[config.mk]
export PLATFORM = sky130hd
export DESIGN_NAME = reaction_timer_ctrl
export DESIGN_NICKNAME = d
export VERILOG_FILES = /design/src/rtl/reaction_pkg.sv /design/src/rtl/bcd_counter.sv /design/src/rtl/reaction_timer_ctrl.sv
export SDC_FILE = /design/constraint.sdc
export NUM_CORES = 1
export LEC_CHECK = 0
export BUFFER_PORTS_ARGS = -buffer_cell sky130_fd_sc_hd__buf_2
export CAP_MARGIN = 5
export CORE_MARGIN = 5
export CORE_UTILIZATION = 55
export CTS_CLUSTER_DIAMETER = 100
export DETAILED_ROUTE_END_ITERATION = 10
export GPL_ROUTABILITY_DRIVEN = 0
export PLACE_DENSITY = 0.76
export SLEW_MARGIN = 20
export SYNTH_ARGS = -nofsm -noshare
export SYNTH_HDL_FRONTEND = slang
export SYNTH_SLANG_ARGS = --single-unit
[constraint.sdc]
create_clock -name clk -period 2.55 [get_ports clk]
set_input_delay 0.51 -clock clk [delete_from_list [all_inputs] [get_ports clk]]
set_output_delay 0.51 -clock clk [all_outputs]
set_load 0.02 [all_outputs]
[src/rtl/reaction_pkg.sv]
// Shared types and constants for the reaction-timer controller: FSM state codes,
// display glyph codes and a constant-time binary-to-BCD helper.
package reaction_pkg;

    typedef enum logic [2:0] {
        IDLE   = 3'd0,
        WAIT   = 3'd1,
        ARMED  = 3'd2,
        RESULT = 3'd3,
        EARLY  = 3'd4,
        MISS   = 3'd5,
        DONE   = 3'd6
    } state_t;

    localparam logic [3:0] GLYPH_H     = 4'ha;
    localparam logic [3:0] GLYPH_I     = 4'hb;
    localparam logic [3:0] GLYPH_BLANK = 4'hc;

    localparam int MAX_DIGITS = 6;

    // Elaboration-time conversion of an integer constant to packed BCD.
    function automatic logic [4*MAX_DIGITS-1:0] to_bcd(input int unsigned value);
        logic [4*MAX_DIGITS-1:0] result;
        int unsigned             rem;
        result = '0;
        rem    = value;
        for (int d = 0; d < MAX_DIGITS; d++) begin
            result[4*d +: 4] = 4'(rem % 10);
            rem              = rem / 10;
        end
        return result;
    endfunction

endpackage

[src/rtl/bcd_counter.sv]
// Multi-digit packed-BCD up-counter with synchronous clear and a cascaded
// decimal carry; digit 0 occupies bits [3:0].
module bcd_counter
    import reaction_pkg::*;
#(
    parameter int NUM_DIGITS = 4
) (
    input  logic                    clk,
    input  logic                    clear_n,
    input  logic                    i_clr,
    input  logic                    i_inc,
    output logic [4*NUM_DIGITS-1:0] o_value
);

    logic [4*NUM_DIGITS-1:0] r_value;
    logic [4*NUM_DIGITS-1:0] w_next;

    // NOTE: every variable written here gets a default first, so no latch is inferred.
    always_comb begin
        logic carry;
        carry  = i_inc;
        w_next = r_value;
        for (int d = 0; d < NUM_DIGITS; d++) begin
            if (carry) begin
                w_next[4*d +: 4] = (r_value[4*d +: 4] == 4'd9) ? 4'd0 : r_value[4*d +: 4] + 4'd1;
            end
            carry = carry && (r_value[4*d +: 4] == 4'd9);
        end
    end

    // NOTE: sequential state uses non-blocking assignments so all registers update together.
    always_ff @(posedge clk or negedge clear_n) begin
        if (!clear_n) begin
            r_value <= '0;
        end else if (i_clr) begin
            r_value <= '0;
        end else begin
            r_value <= w_next;
        end
    end

    assign o_value = r_value;

endmodule

[src/rtl/reaction_timer_ctrl.sv]
// Multi-trial reaction-timer controller: HI prompt, random fore-period, LED stimulus,
// ms-resolution BCD timing, early/miss detection and best-time tracking.
module reaction_timer_ctrl
    import reaction_pkg::*;
#(
    parameter int NUM_DIGITS   = 4,
    parameter int TICK_DIV     = 50000,
    parameter int RND_W        = 4,
    parameter int MIN_DELAY_MS = 2000,
    parameter int STEP_MS      = 250,
    parameter int TIMEOUT_MS   = 1000,
    parameter int NUM_TRIALS   = 4
) (
    input  logic                    clk,
    input  logic                    clear_n,
    input  logic                    start,
    input  logic                    stop,
    input  logic [RND_W-1:0]        rnd,
    output logic [4*NUM_DIGITS-1:0] hex_out,
    output logic                    led,
    output logic [3:0]              trial_idx,
    output logic                    busy,
    output logic                    done
);

    localparam int HEX_W   = 4 * NUM_DIGITS;
    localparam int PRE_W   = $clog2(TICK_DIV);
    localparam int DLY_MAX = MIN_DELAY_MS + ((2 ** RND_W) - 1) * STEP_MS;
    localparam int DLY_W   = $clog2(DLY_MAX + 1);

    localparam logic [PRE_W-1:0]        PRE_LAST         = PRE_W'(TICK_DIV - 1);
    localparam logic [3:0]              LAST_TRIAL       = 4'(NUM_TRIALS - 1);
    localparam logic [HEX_W-1:0]        ALL_NINES        = {NUM_DIGITS{4'h9}};
    localparam logic [4*MAX_DIGITS-1:0] TIMEOUT_BCD_FULL = to_bcd(TIMEOUT_MS);
    localparam logic [HEX_W-1:0]        TIMEOUT_BCD      = TIMEOUT_BCD_FULL[HEX_W-1:0];

    localparam logic [2:0] S_IDLE   = 3'(IDLE);
    localparam logic [2:0] S_WAIT   = 3'(WAIT);
    localparam logic [2:0] S_ARMED  = 3'(ARMED);
    localparam logic [2:0] S_RESULT = 3'(RESULT);
    localparam logic [2:0] S_EARLY  = 3'(EARLY);
    localparam logic [2:0] S_MISS   = 3'(MISS);
    localparam logic [2:0] S_DONE   = 3'(DONE);

    logic [2:0]       r_state;
    logic [2:0]       w_next;
    logic [PRE_W-1:0] r_presc;
    logic [DLY_W-1:0] r_delay;
    logic [DLY_W-1:0] r_target;
    logic [DLY_W-1:0] w_target;
    logic [3:0]       r_trial;
    logic [HEX_W-1:0] r_best;
    logic [HEX_W-1:0] w_count;
    logic [HEX_W-1:0] w_hex;
    logic             w_tick;
    logic             w_delay_hit;
    logic             w_timeout;
    logic             w_enter_wait;
    logic             w_enter_armed;
    logic             w_sess_start;
    logic             w_trial_end;
    logic             w_bcd_inc;

    assign w_tick       = (r_presc == PRE_LAST);
    assign w_delay_hit  = (r_delay == r_target);
    assign w_timeout    = (w_count == TIMEOUT_BCD);
    assign w_target     = DLY_W'(MIN_DELAY_MS + int'(rnd) * STEP_MS);
    assign w_sess_start = start && (r_state == S_IDLE || r_state == S_DONE);
    assign w_trial_end  = (r_state == S_RESULT) || (r_state == S_EARLY) || (r_state == S_MISS);

    // Stop is checked before the timer conditions, so a same-cycle stop always wins.
    always_comb begin
        w_next = r_state;
        case (r_state)
            S_IDLE:   if (start) w_next = S_WAIT;
            S_WAIT: begin
                if (stop)             w_next = S_EARLY;
                else if (w_delay_hit) w_next = S_ARMED;
            end
            S_ARMED: begin
                if (stop)           w_next = S_RESULT;
                else if (w_timeout) w_next = S_MISS;
            end
            S_RESULT, S_EARLY, S_MISS: begin
                if (start) w_next = (r_trial == LAST_TRIAL) ? S_DONE : S_WAIT;
            end
            S_DONE:   if (start) w_next = S_WAIT;
            default:  w_next = S_IDLE;
        endcase
    end

    assign w_enter_wait  = (w_next == S_WAIT)  && (r_state != S_WAIT);
    assign w_enter_armed = (w_next == S_ARMED) && (r_state != S_ARMED);

    always_ff @(posedge clk or negedge clear_n) begin
        if (!clear_n) begin
            r_state <= S_IDLE;
            r_presc <= '0;
        end else begin
            r_state <= w_next;
            if (w_enter_wait || w_enter_armed || w_tick) begin
                r_presc <= '0;
            end else begin
                r_presc <= r_presc + PRE_W'(1);
            end
        end
    end

    always_ff @(posedge clk or negedge clear_n) begin
        if (!clear_n) begin
            r_delay  <= '0;
            r_target <= '0;
        end else if (w_enter_wait) begin
            r_delay  <= '0;
            r_target <= w_target;
        end else if (r_state == S_WAIT && w_tick) begin
            r_delay  <= r_delay + DLY_W'(1);
        end
    end

    always_ff @(posedge clk or negedge clear_n) begin
        if (!clear_n) begin
            r_trial <= '0;
            r_best  <= ALL_NINES;
        end else if (w_sess_start) begin
            r_trial <= '0;
            r_best  <= ALL_NINES;
        end else begin
            if (start && w_trial_end && r_trial != LAST_TRIAL) begin
                r_trial <= r_trial + 4'd1;
            end
            // Packed BCD orders the same as the decimal value, so a plain compare suffices.
            if (r_state == S_RESULT && w_count < r_best) begin
                r_best <= w_count;
            end
        end
    end

    assign w_bcd_inc = (r_state == S_ARMED) && w_tick && !stop && !w_timeout;

    bcd_counter #(
        .NUM_DIGITS (NUM_DIGITS)
    ) u_ms_count (
        .clk     (clk),
        .clear_n (clear_n),
        .i_clr   (w_enter_armed),
        .i_inc   (w_bcd_inc),
        .o_value (w_count)
    );

    always_comb begin
        w_hex = {NUM_DIGITS{GLYPH_BLANK}};
        case (r_state)
            S_IDLE: begin
                for (int d = 0; d < NUM_DIGITS; d++) begin
                    if (d == NUM_DIGITS - 1)      w_hex[4*d +: 4] = GLYPH_H;
                    else if (d == NUM_DIGITS - 2) w_hex[4*d +: 4] = GLYPH_I;
                end
            end
            S_RESULT: w_hex = w_count;
            S_EARLY:  w_hex = ALL_NINES;
            S_MISS:   w_hex = TIMEOUT_BCD;
            S_DONE:   w_hex = r_best;
            default:  ;
        endcase
    end

    assign hex_out   = w_hex;
    assign led       = (r_state == S_ARMED);
    assign busy      = (r_state == S_WAIT) || (r_state == S_ARMED);
    assign done      = (r_state == S_DONE);
    assign trial_idx = r_trial;

endmodule

==> results.toml, run 1 <==
[clock_tree]
cts.sinks = 80
worstSkewPairLatency_ns = 0.35
cts_max_level = 3
cts_buffers = 9
cts_tree = "done"
path_clk_slew_ns = 0.09
ctsLongestPathBuffers = 2
cts-root-buf = "clkbuf_8"

[placed_design]
hpwl_mm = 8.92
portBuffers = 30
placed_area_mm2 = 0.00601

[synth]
muxShareOfSynthArea_pct = 6.15
synth_top_area_share_pct = 33.4
yosys-top-cells-count = "nor2_1 (88), dfrtp_1 (72), nand2_1 (45), a21oi_1 (42), ha_1 (42)"
synth_top_family_by_area = "simple AND/OR/NAND/NOR gates"
synthSimpleGateAreaFrac_pct = 18.9
synth-xor-area-share_pct = 9.09
syn_area_mm2 = 0.00540
synth_edf_count = 0
synth_fa_ha_area_share_pct = 12.3
synth-main-ff-cell = "dfrtp_1"
yosys.cell_types.count = 51
synth.most_common_cell = "nor2_1"
synthTopCellsByArea = "dfrtp_1 (33%), ha_1 (9.7%), nor2_1 (6.1%)"
synth-warning-count = 0
synth_top_cell_by_area = "dfrtp_1"
avgSynthCellArea_um2 = 9.08
synthCells = 594
synthArstFlopShare_pct = 100
ys_ff_latch = 80
yosysSeqAreaShare_pct = 37.3
syn-num-nets = 651
synth-compound-area-share_pct = 11.0

[power_and_ir_drop]
p_leak_uw = 0.00305
p_switching_uw = 2360
power.share.switching_pct = 41.5
power.share.clock_pct = 17.1
ir_worst_vdd_uv = 519
power_frac_seq_pct = 30.8
p_comb_share_pct = 52.1
intPower_uw = 3330
powerDensity_mw_per_mm2 = 886

[grt]
gr-total-overflow = 0
grt_pass1_vias = 4517
grtUsageTotal_pct = 22.1
grt_start_max_net_pins = 45
grt_pass1_wl_mm = 20.9
antenna_found_initial = 0

[die]
core.rowCount = 36
design.die.area_mm2 = 0.0119
dieHeight_um = 109
start_util_pct = 55.7
ios = 31
core_area_mm2 = 0.00968
fp.dieW_um = 109

[detailed_routing]
wire_per_inst_um = 15.6
wirelength_mm = 12.5
vias = 4436
ant_nets = 0
drt_iter0_drc = 277
drtPass1Iterations = 5
drc = 0
vias_per_cell = 5.55

[worst_hold_path]
min-delay-path-class = "primary input to async pin"

[sta]
finalClockSkew_ns = 0.0169
fin_crit_ns = 3.21
hold_ws_ns = 0.117
finalCritPeriodShare_pct = 126
maxSlewViolCount = 0
setup_ws_ns = -0.658
hold_viol_final = 0
fmax_mhz = 312
slew_headroom_pct = 61.1
setup_viol = 6
worst_slew_pin_slew_ns = 0.583
rsz0062_at_grt = "true"

[setup_path]
cp_num_cells = 13
slowest_delay_ns = 0.60
crit_required_ns = 2.77
r2r_end = "r_best[6]"
critPathCaptureType = "flip-flop"
endpoint = "r_target[11]"
critPathMaxFanout = 3
slowest_stage = "fa_2"
rr_worst_depth = 9
rrSetupSlack_ns = 0.10
cp-start-kind = "primary input"
crit_type = "primary input to flip-flop"
crit_chain = "buf_6 > fa_2 > inv_2 > fa_1 > inv_2 > ha_4 > and3_4 > a221oi_2 > xor2_1 > nor4_2 > nand3_1 > xor2_1 > mux2_4"
crit_start = "rnd[3]"
critPathBufInv = 3
arrival_ns = 3.43
r2r_start = "r_best[8]"
crit_family = "adder cells"

[finish]
fin_area_mm2 = 0.00641
drive_above_1_share_pct = 22.5
n_antenna_cell = 0
syn2layout_area_growth_pct = 18.9
nets = 719

[outcome]
status = "complete, but fails checks"
violations = "setup timing"

[job]
maxCapViolCount = 0
==> power by group through the flow <==
| stage | Combinational, µW | Sequential [µW] | Clock [µW] |
|---|---|---|---|
| finish | 2960 | 1750 | 974 |
| global route | 3250 | 1780 | 1040 |
| CTS | 2770 | 1750 | 992 |
| detailed placement | 2690 | 1770 | 0 |
| global placement | 2600 | 1760 | 0 |
| floorplan | 1930 | 1720 | 0 |
==> worst register-to-register path: stages (launching register included) <==
cell,delay (ns)
dfstp_2,0.55
inv_1,0.04
ha_1,0.18
a21o_1,0.18
a21o_1,0.19
a21oi_2,0.18
o211ai_1,0.14
a2111o_1,0.41
buf_4,0.20
mux2_2,0.28
==> timing repair <==
action / CTS / global route
hold buffers: 0 / 0
pin swaps: 7 / 9
endpoints found under the setup margin: 7 / 21
resized for setup: 9 / 22
endpoints found under the hold margin: 0 / 0
buffers inserted: 3 / 6
==> layout by cell type, fill, tap and decap left out, drive strengths merged, types with 3 or more instances in the layout <==
cell type  netlist  routed
xor2            29      29
nor3             8       8
and2             4       4
buf             11      82
and3             8       8
a211oi           3       3
dfrtp           72      72
inv             40      41
and4             3       3
nor4             4       4
clkbuf          14      12
a22oi            3       3
mux2            17      17
fa               7       7
nor2b            6       6
a21o             9       9
mux2i           14      14
nand2           45      45
a21oi           42      42
nor2            88      88
nand4           17      17
nand3           11      11
nor4b            3       3
o21ai           23      23
o22ai            4       4
dfstp            8       8
ha              42      42
xnor2           27      27
nand3b           5       5
o211ai           3       3
nand2b           5       5
==> per-stage QoR <==
step / cells / util (%) / TNS (ns) / power, µW / setup WS, ns
5_1_grt: 800 / 66.2 / -3.10 / 6080 / -0.743
3_5_place_dp: 778 / 62.1 / -5.23 / 4460 / -0.983
6_report: 800 / 66.2 / -2.59 / 5690 / -0.658
2_1_floorplan: 594 / - / -2.72 / 3640 / -0.768
4_1_cts: 796 / 64.8 / -2.16 / 5510 / -0.567
3_3_place_gp: 778 / 62.1 / -4.62 / 4360 / -0.882
==> routing by layer <==
| metal | wire length [µm] | GRT usage (%) |
|---|---|---|
| met5 | 0 | 0 |
| met4 | 143 | 8.93 |
| met3 | 566 | 3.85 |
| met2 | 6290 | 36.2 |
| met1 | 5500 | 29.0 |
==> cell type report <==
type	instances	area [µm²]
multi-input cells	449	3290
well taps	133	166
fillers	759	3270
clock buffers	12	155
inverters	40	150
clock inverters	4	51.3
flip-flops and latches	80	2010
repair buffers	82	589
==> sequential cells by signal, indices dropped and copies added, names as in the netlist <==
signal,count
r_best,16
r_delay,13
r_presc,16
r_state,3
r_target,12
trial_idx,4
u_ms_count.o_value,16
==> cell families after synthesis <==
group / count (synthesis)
DFF: 80
and+or+nand+nor: 213
buffers and inverters: 65
xor gates and xnor gates: 56
AOI/OAI and AO/OA: 100
adders and majority gates: 49
muxes: 31
==> how the worst min path moves through the flow <==
stage | from | endpoint | slack, ns | depth (start not counted)
after CTS | clear_n | u_ms_count.o_value[6] | 0.12 | 1
after global placement | r_presc[0] | r_presc[0] | 0.45 | 1
final | clear_n | u_ms_count.o_value[6] | 0.12 | 1
after global routing | clear_n | u_ms_count.o_value[6] | 0.13 | 1
after detailed placement | r_presc[0] | r_presc[0] | 0.46 | 1
after floorplan | clear_n | r_best[10] | 0.21 | 0
(Power assumes the default switching activity.)
==> run 2, diff against run 1 <==
==> constraint.sdc (replaced) <==
create_clock -name clk -period 2.55 [get_ports clk]
set_input_delay 0.1275 -clock clk [delete_from_list [all_inputs] [get_ports clk]]
set_output_delay 0.1275 -clock clk [all_outputs]
set_load 0.02 [all_outputs]
==> run 2 against run 1 <==
The flow still finishes with violations (setup timing); first-iteration DRC count decreased by 3.2%; sequential power about the same; clock skew increased by 0.0039 ns; critical endpoint unchanged; largest power group unchanged; highest routed layer unchanged.
==> results.toml, run 2 (synthesis results as in run 1) <==
[outcome]
status = "complete, but fails checks"
violations = "setup timing"

[detailed_routing]
wire_per_inst_um = 15.3
wirelength_mm = 12.2
vias_per_cell = 5.60
vias = 4435
drc = 0
drt_iter0_drc = 268
drtPass1Iterations = 4
ant_nets = 0

[sta]
setup_ws_ns = -0.181
rsz0062_at_grt = "true"
setup_viol = 3
finalClockSkew_ns = 0.0209
slew_headroom_pct = 51.8
fin_crit_ns = 2.73
maxSlewViolCount = 0
hold_viol_final = 0
fmax_mhz = 366
worst_slew_pin_slew_ns = 0.722
finalCritPeriodShare_pct = 107
hold_ws_ns = 0.119

[setup_path]
rr_worst_depth = 9
crit_required_ns = 2.79
critPathCaptureType = "flip-flop"
cp_num_cells = 13
slowest_delay_ns = 0.60
arrival_ns = 2.97
slowest_stage = "fa_2"
crit_family = "adder cells"
crit_chain = "buf_8 > fa_2 > inv_2 > fa_1 > inv_2 > ha_4 > and3_4 > a221oi_4 > xor2_1 > nor4_2 > nand3_1 > xor2_1 > mux2_4"
critPathBufInv = 3
cp-start-kind = "primary input"
crit_type = "primary input to flip-flop"
critPathMaxFanout = 3

[grt]
grt_pass1_wl_mm = 21.0
gr-total-overflow = 0
grt_pass1_vias = 4569
grtUsageTotal_pct = 22.2
antenna_found_initial = 0
grt_start_max_net_pins = 81

[clock_tree]
cts_buffers = 9
cts_tree = "done"
worstSkewPairLatency_ns = 0.37
ctsLongestPathBuffers = 2
cts_setup_buffers = 0
cts-root-buf = "clkbuf_8"
cts.sinks = 80
path_clk_slew_ns = 0.08
cts_max_level = 3

[power_and_ir_drop]
power.share.switching_pct = 41.5
ir_worst_vdd_uv = 533
power.share.clock_pct = 18.8
p_leak_uw = 0.00300
intPower_uw = 3240
p_comb_share_pct = 49.1
powerDensity_mw_per_mm2 = 885
power_frac_seq_pct = 32.2
p_switching_uw = 2300

[die]
design.die.area_mm2 = 0.0119
fp.dieW_um = 109
start_util_pct = 55.7
ios = 31
dieHeight_um = 109
core_area_mm2 = 0.00968
core.rowCount = 36

[worst_hold_path]
min-delay-path-class = "primary input to flip-flop"
worstHoldPathCells = 4

[placed_design]
placed_area_mm2 = 0.00597
hpwl_mm = 8.81
portBuffers = 30

[finish]
drive_above_1_share_pct = 19.9
syn2layout_area_growth_pct = 16.1
fin_area_mm2 = 0.00627
final_cell_mix = "nor2_1 (88), dfrtp_1 (72), nand2_1 (45)"
layout_commonest_cell = "nor2_1"
nets = 711
n_antenna_cell = 0

[job]
maxCapViolCount = 0
-- run 2: cell types whose count changed in the layout (fill, tap and decap cells not counted), moves of 2 or more --
cell / change
buf_4: -4
buf_6: -5
clkbuf_8: +2
ha_1: +4
ha_4: -3
nand2_1: +2
nand2_2: -2
xnor2_1: +3
xnor2_2: -2
-- run 2: final cells by class --
class	instances	area (µm²)
fillers	796	3420
multi-input cells	449	3200
flip-flops and latches	80	2010
repair buffers	74	508
clock buffers	13	179
well taps	133	166
inverters	40	150
clock inverters	3	46.3
-- run 2: power groups by stage --
stage	Clock [µW]	Sequential (µW)	Combinational (µW)
6_report	1040	1780	2720
5_1_grt	1120	1820	3000
4_1_cts	1070	1780	2670
3_5_place_dp	0	1800	2640
3_3_place_gp	0	1790	2540
2_1_floorplan	0	1720	1930
-- run 2: final timing paths --
kind	from	to	slack, ns
worst max-delay path	rnd[3]	r_target[11]	-0.18
worst min-delay path	stop	r_state[0]	0.12
worst max register to register	r_best[8]	r_best[2]	0.11
worst min register to register	r_presc[0]	r_presc[0]	0.46
max in group asynchronous	clear_n	r_target[7]	1.68
min in group asynchronous	clear_n	r_best[6]	0.35
-- run 2: worst min-delay path: stages --
cell	delay [ns]
buf_2	0.14
nor3_1	0.07
nand2_1	0.06
nand2_1	0.05
-- run 2: repair_timing --
item,CTS,global route
hold buffers,1,0
endpoints found under the setup margin,3,9
pin swaps,2,6
endpoints found under the hold margin,72,0
gates resized for setup,4,7
-- run 2: metal layers --
metal  share of wire (%)  vias to the layer above  global-route usage, %  wire, µm
met5                   0                        -                      0         0
met4                 1.5                        0                   8.57       183
met3                 4.8                       18                   3.79       585
met2                  50                       94                   38.3      6110
met1                  43                     2172                   27.6      5270
li1                    -                     2151                      -         -
-- run 2: per-stage QoR --
stage | total power, µW | worst slack, ns | util [%] | TNS, ns | cells
floorplan | 3640 | -0.386 | - | -0.680 | 594
global placement | 4330 | -0.501 | 61.6 | -1.71 | 775
detailed placement | 4440 | -0.586 | 61.6 | -2.40 | 775
CTS | 5510 | -0.184 | 64.2 | -0.366 | 792
global route | 5930 | -0.329 | 64.7 | -0.787 | 792
finish | 5550 | -0.181 | 64.7 | -0.380 | 792
==> run 3, diff against run 2 <==
--- a/config.mk
+++ b/config.mk
@@ -5,6 +5,7 @@
 export SDC_FILE = /design/constraint.sdc
 export NUM_CORES = 1
 export LEC_CHECK = 0
+export ABC_AREA = 1
 export BUFFER_PORTS_ARGS = -buffer_cell sky130_fd_sc_hd__buf_2
 export CAP_MARGIN = 5
 export CORE_MARGIN = 5
==> constraint.sdc (replaced) <==
create_clock -name clk -period 2.55 [get_ports clk]
set_input_delay 0 -clock clk [delete_from_list [all_inputs] [get_ports clk]]
set_output_delay 0 -clock clk [all_outputs]
set_load 0.02 [all_outputs]
==> run 3 against run 2 <==
The flow now finishes without violations; clock skew decreased by 0.0084 ns; cell count is 26% higher; sequential share of layout area shrank 0.95 points; final area increased by 3.1%; clock-buffer cell count fell by 2; sequential cell count unchanged; sequential power increased by 6%; hold slack worse by 0.033 ns; die area grew 7.3%.
==> results.toml, run 3 <==
[outcome]
status = "finished clean"

[clock_tree]
cts_tree = "done"
cts.sinks = 80
cts-root-buf = "clkbuf_8"
cts-resized-gates = 0
ctsLongestPathBuffers = 2
path_clk_slew_ns = 0.07
worstSkewPairLatency_ns = 0.35
cts_buffers = 9
cts_max_level = 3

[finish]
drive_above_1_share_pct = 11.3
utilization_pct = 62.6
final_cells = 995
syn2layout_area_growth_pct = 10.8
final_cell_mix = "nand2_1 (201), inv_1 (119), nor2_1 (81)"
n_antenna_cell = 0
layout_commonest_cell = "nand2_1"
fin_area_mm2 = 0.00646
fillerInstances = 932
nets = 911

[setup_path]
rrSetupSlack_ns = 0.34
r2r_end = "r_best[8]"
critPathMaxFanout = 4
r2r_start = "r_best[15]"
arrival_ns = 2.57
cp-start-kind = "primary input"
crit_type = "primary input to flip-flop"
critPathCaptureType = "flip-flop"
rr_worst_depth = 11
crit_required_ns = 2.79

[worst_hold_path]
min_from = "start"
min-delay-path-class = "primary input to flip-flop"
hold-path-endpoint = "r_state[2]"
worstHoldPathCells = 3

[die]
dieHeight_um = 113
start_util_pct = 56.5
core.rowCount = 37
core_area_mm2 = 0.0103
design.die.area_mm2 = 0.0128
ios = 31
fp.dieW_um = 113

[sta]
maxSlewViolCount = 0
setup_viol = 0
finalClockSkew_ns = 0.0124
hold_ws_ns = 0.0863
slew_headroom_pct = 50.9
fin_crit_ns = 2.33
worst_slew_pin_slew_ns = 0.737
rsz0062_at_grt = "false"
finalCritPeriodShare_pct = 91.4
fmax_mhz = 429
hold_viol_final = 0

[synth]
synth_edf_count = 0
yosys.cell_types.count = 41
syn_area_mm2 = 0.00583
syn-num-nets = 860
yosys-top-cells-count = "nand2_1 (201), inv_1 (119), nor2_1 (81), nand3_1 (79), dfrtp_1 (72)"
synthCells = 803
synthSimpleGateAreaFrac_pct = 32.7
synth-xor-area-share_pct = 3.61
yosysSeqAreaShare_pct = 34.5
synth_top_cell_by_area = "dfrtp_1"
muxShareOfSynthArea_pct = 0
ys_ff_latch = 80
synth_fa_ha_area_share_pct = 11.4
synth-warning-count = 0
synthTopCellsByArea = "dfrtp_1 (31%), nand2_1 (13%), ha_1 (9.0%)"
synthArstFlopShare_pct = 100
synth-compound-area-share_pct = 8.61
synth_top_family_by_area = "simple AND/OR/NAND/NOR gates"
synth.most_common_cell = "nand2_1"
synth-main-ff-cell = "dfrtp_1"
synth_top_area_share_pct = 30.9
avgSynthCellArea_um2 = 7.26

[grt]
antenna_found_initial = 0
grt_pass1_wl_mm = 23.9
grtUsageTotal_pct = 22.5
grt_util_met2_pct = 38.7
grt-busiest-layer = "met2"
grt_pass1_vias = 5176
met1_usage_pct = 28.7
gr-total-overflow = 0
grt_start_max_net_pins = 81
grt_use_met3_pct = 3.32

[job]
maxCapViolCount = 0

[power_and_ir_drop]
ir_worst_vdd_uv = 442
powerDensity_mw_per_mm2 = 904
p_leak_uw = 0.00328

[detailed_routing]
drc = 0
vias_per_cell = 5.53
ant_nets = 0
wire_per_inst_um = 14.3
drt_iter0_drc = 394
drtPass1Iterations = 5
wirelength_mm = 14.2
vias = 5499

[placed_design]
placed_area_mm2 = 0.00624
portBuffers = 30
hpwl_mm = 10.8
place_inst = 977
-- run 3: worst max-delay path by stage --
stage	cells past startpoint	slack, ns	start	end
4_1_cts	13	0.22	rnd[1]	r_target[11]
3_5_place_dp	17	-0.17	rnd[1]	r_target[11]
2_1_floorplan	13	0.05	rnd[1]	r_target[11]
5_1_grt	17	0.006	rnd[1]	r_target[10]
6_report	13	0.22	rnd[1]	r_target[11]
3_3_place_gp	14	-0.04	rnd[1]	r_target[11]
-- run 3: stage by stage --
step	TNS [ns]	power [µW]	worst slack, ns
floorplan	0	4000	0.0452
global placement	-0.117	4770	-0.0369
detailed placement	-0.682	4870	-0.165
CTS	0	5850	0.223
global route	0	6330	0.00587
finish	0	5840	0.221
-- run 3: area by class of cell --
class	instances	area, µm²	share of cell area [%]
clock buffers	11	141	2.19
flip-flops and latches	80	2010	31.2
multi-input cells	586	3290	50.9
clock inverters	5	56.3	0.872
repair buffers	51	319	4.94
well taps	136	170	2.64
inverters	126	473	7.32
-- run 3: metal layers --
layer	part of all wire, %	vias to the layer above
li1	-	2706
met1	43	2611
met2	51	153
met3	4.7	29
met4	2.1	0
met5	0	-
-- run 3: repair_timing --
item | in CTS | in global routing
hold buffers | 2 | 0
hold endpoints to repair | 73 | 0
buffers inserted | 0 | 0
-- run 3: where the power goes --
group	internal, µW	switching, µW	total [µW]
sequential	1610	272	1880
combinational	1010	1980	3000
clock	478	479	957
-- run 3: cells by family after synthesis --
kind of cell               after synthesis
and+or+nand+nor                        430
buffers and inverters                  137
xor gates and xnor gates                24
AOI/OAI and AO/OA                       83
DFF                                     80
adders and majority gates               49
-- run 3: worst max-delay path, cell delays in order --
cell and delay [ns]:
buf_2 0.12, fa_1 0.55, buf_4 0.13, fa_1 0.42, ha_1 0.35, a21oi_1 0.25
nand3b_1 0.11, nand2_1 0.11, nand3_1 0.09, nor2_1 0.19, nand3_1 0.10, nand3_1 0.09
nand2_1 0.06
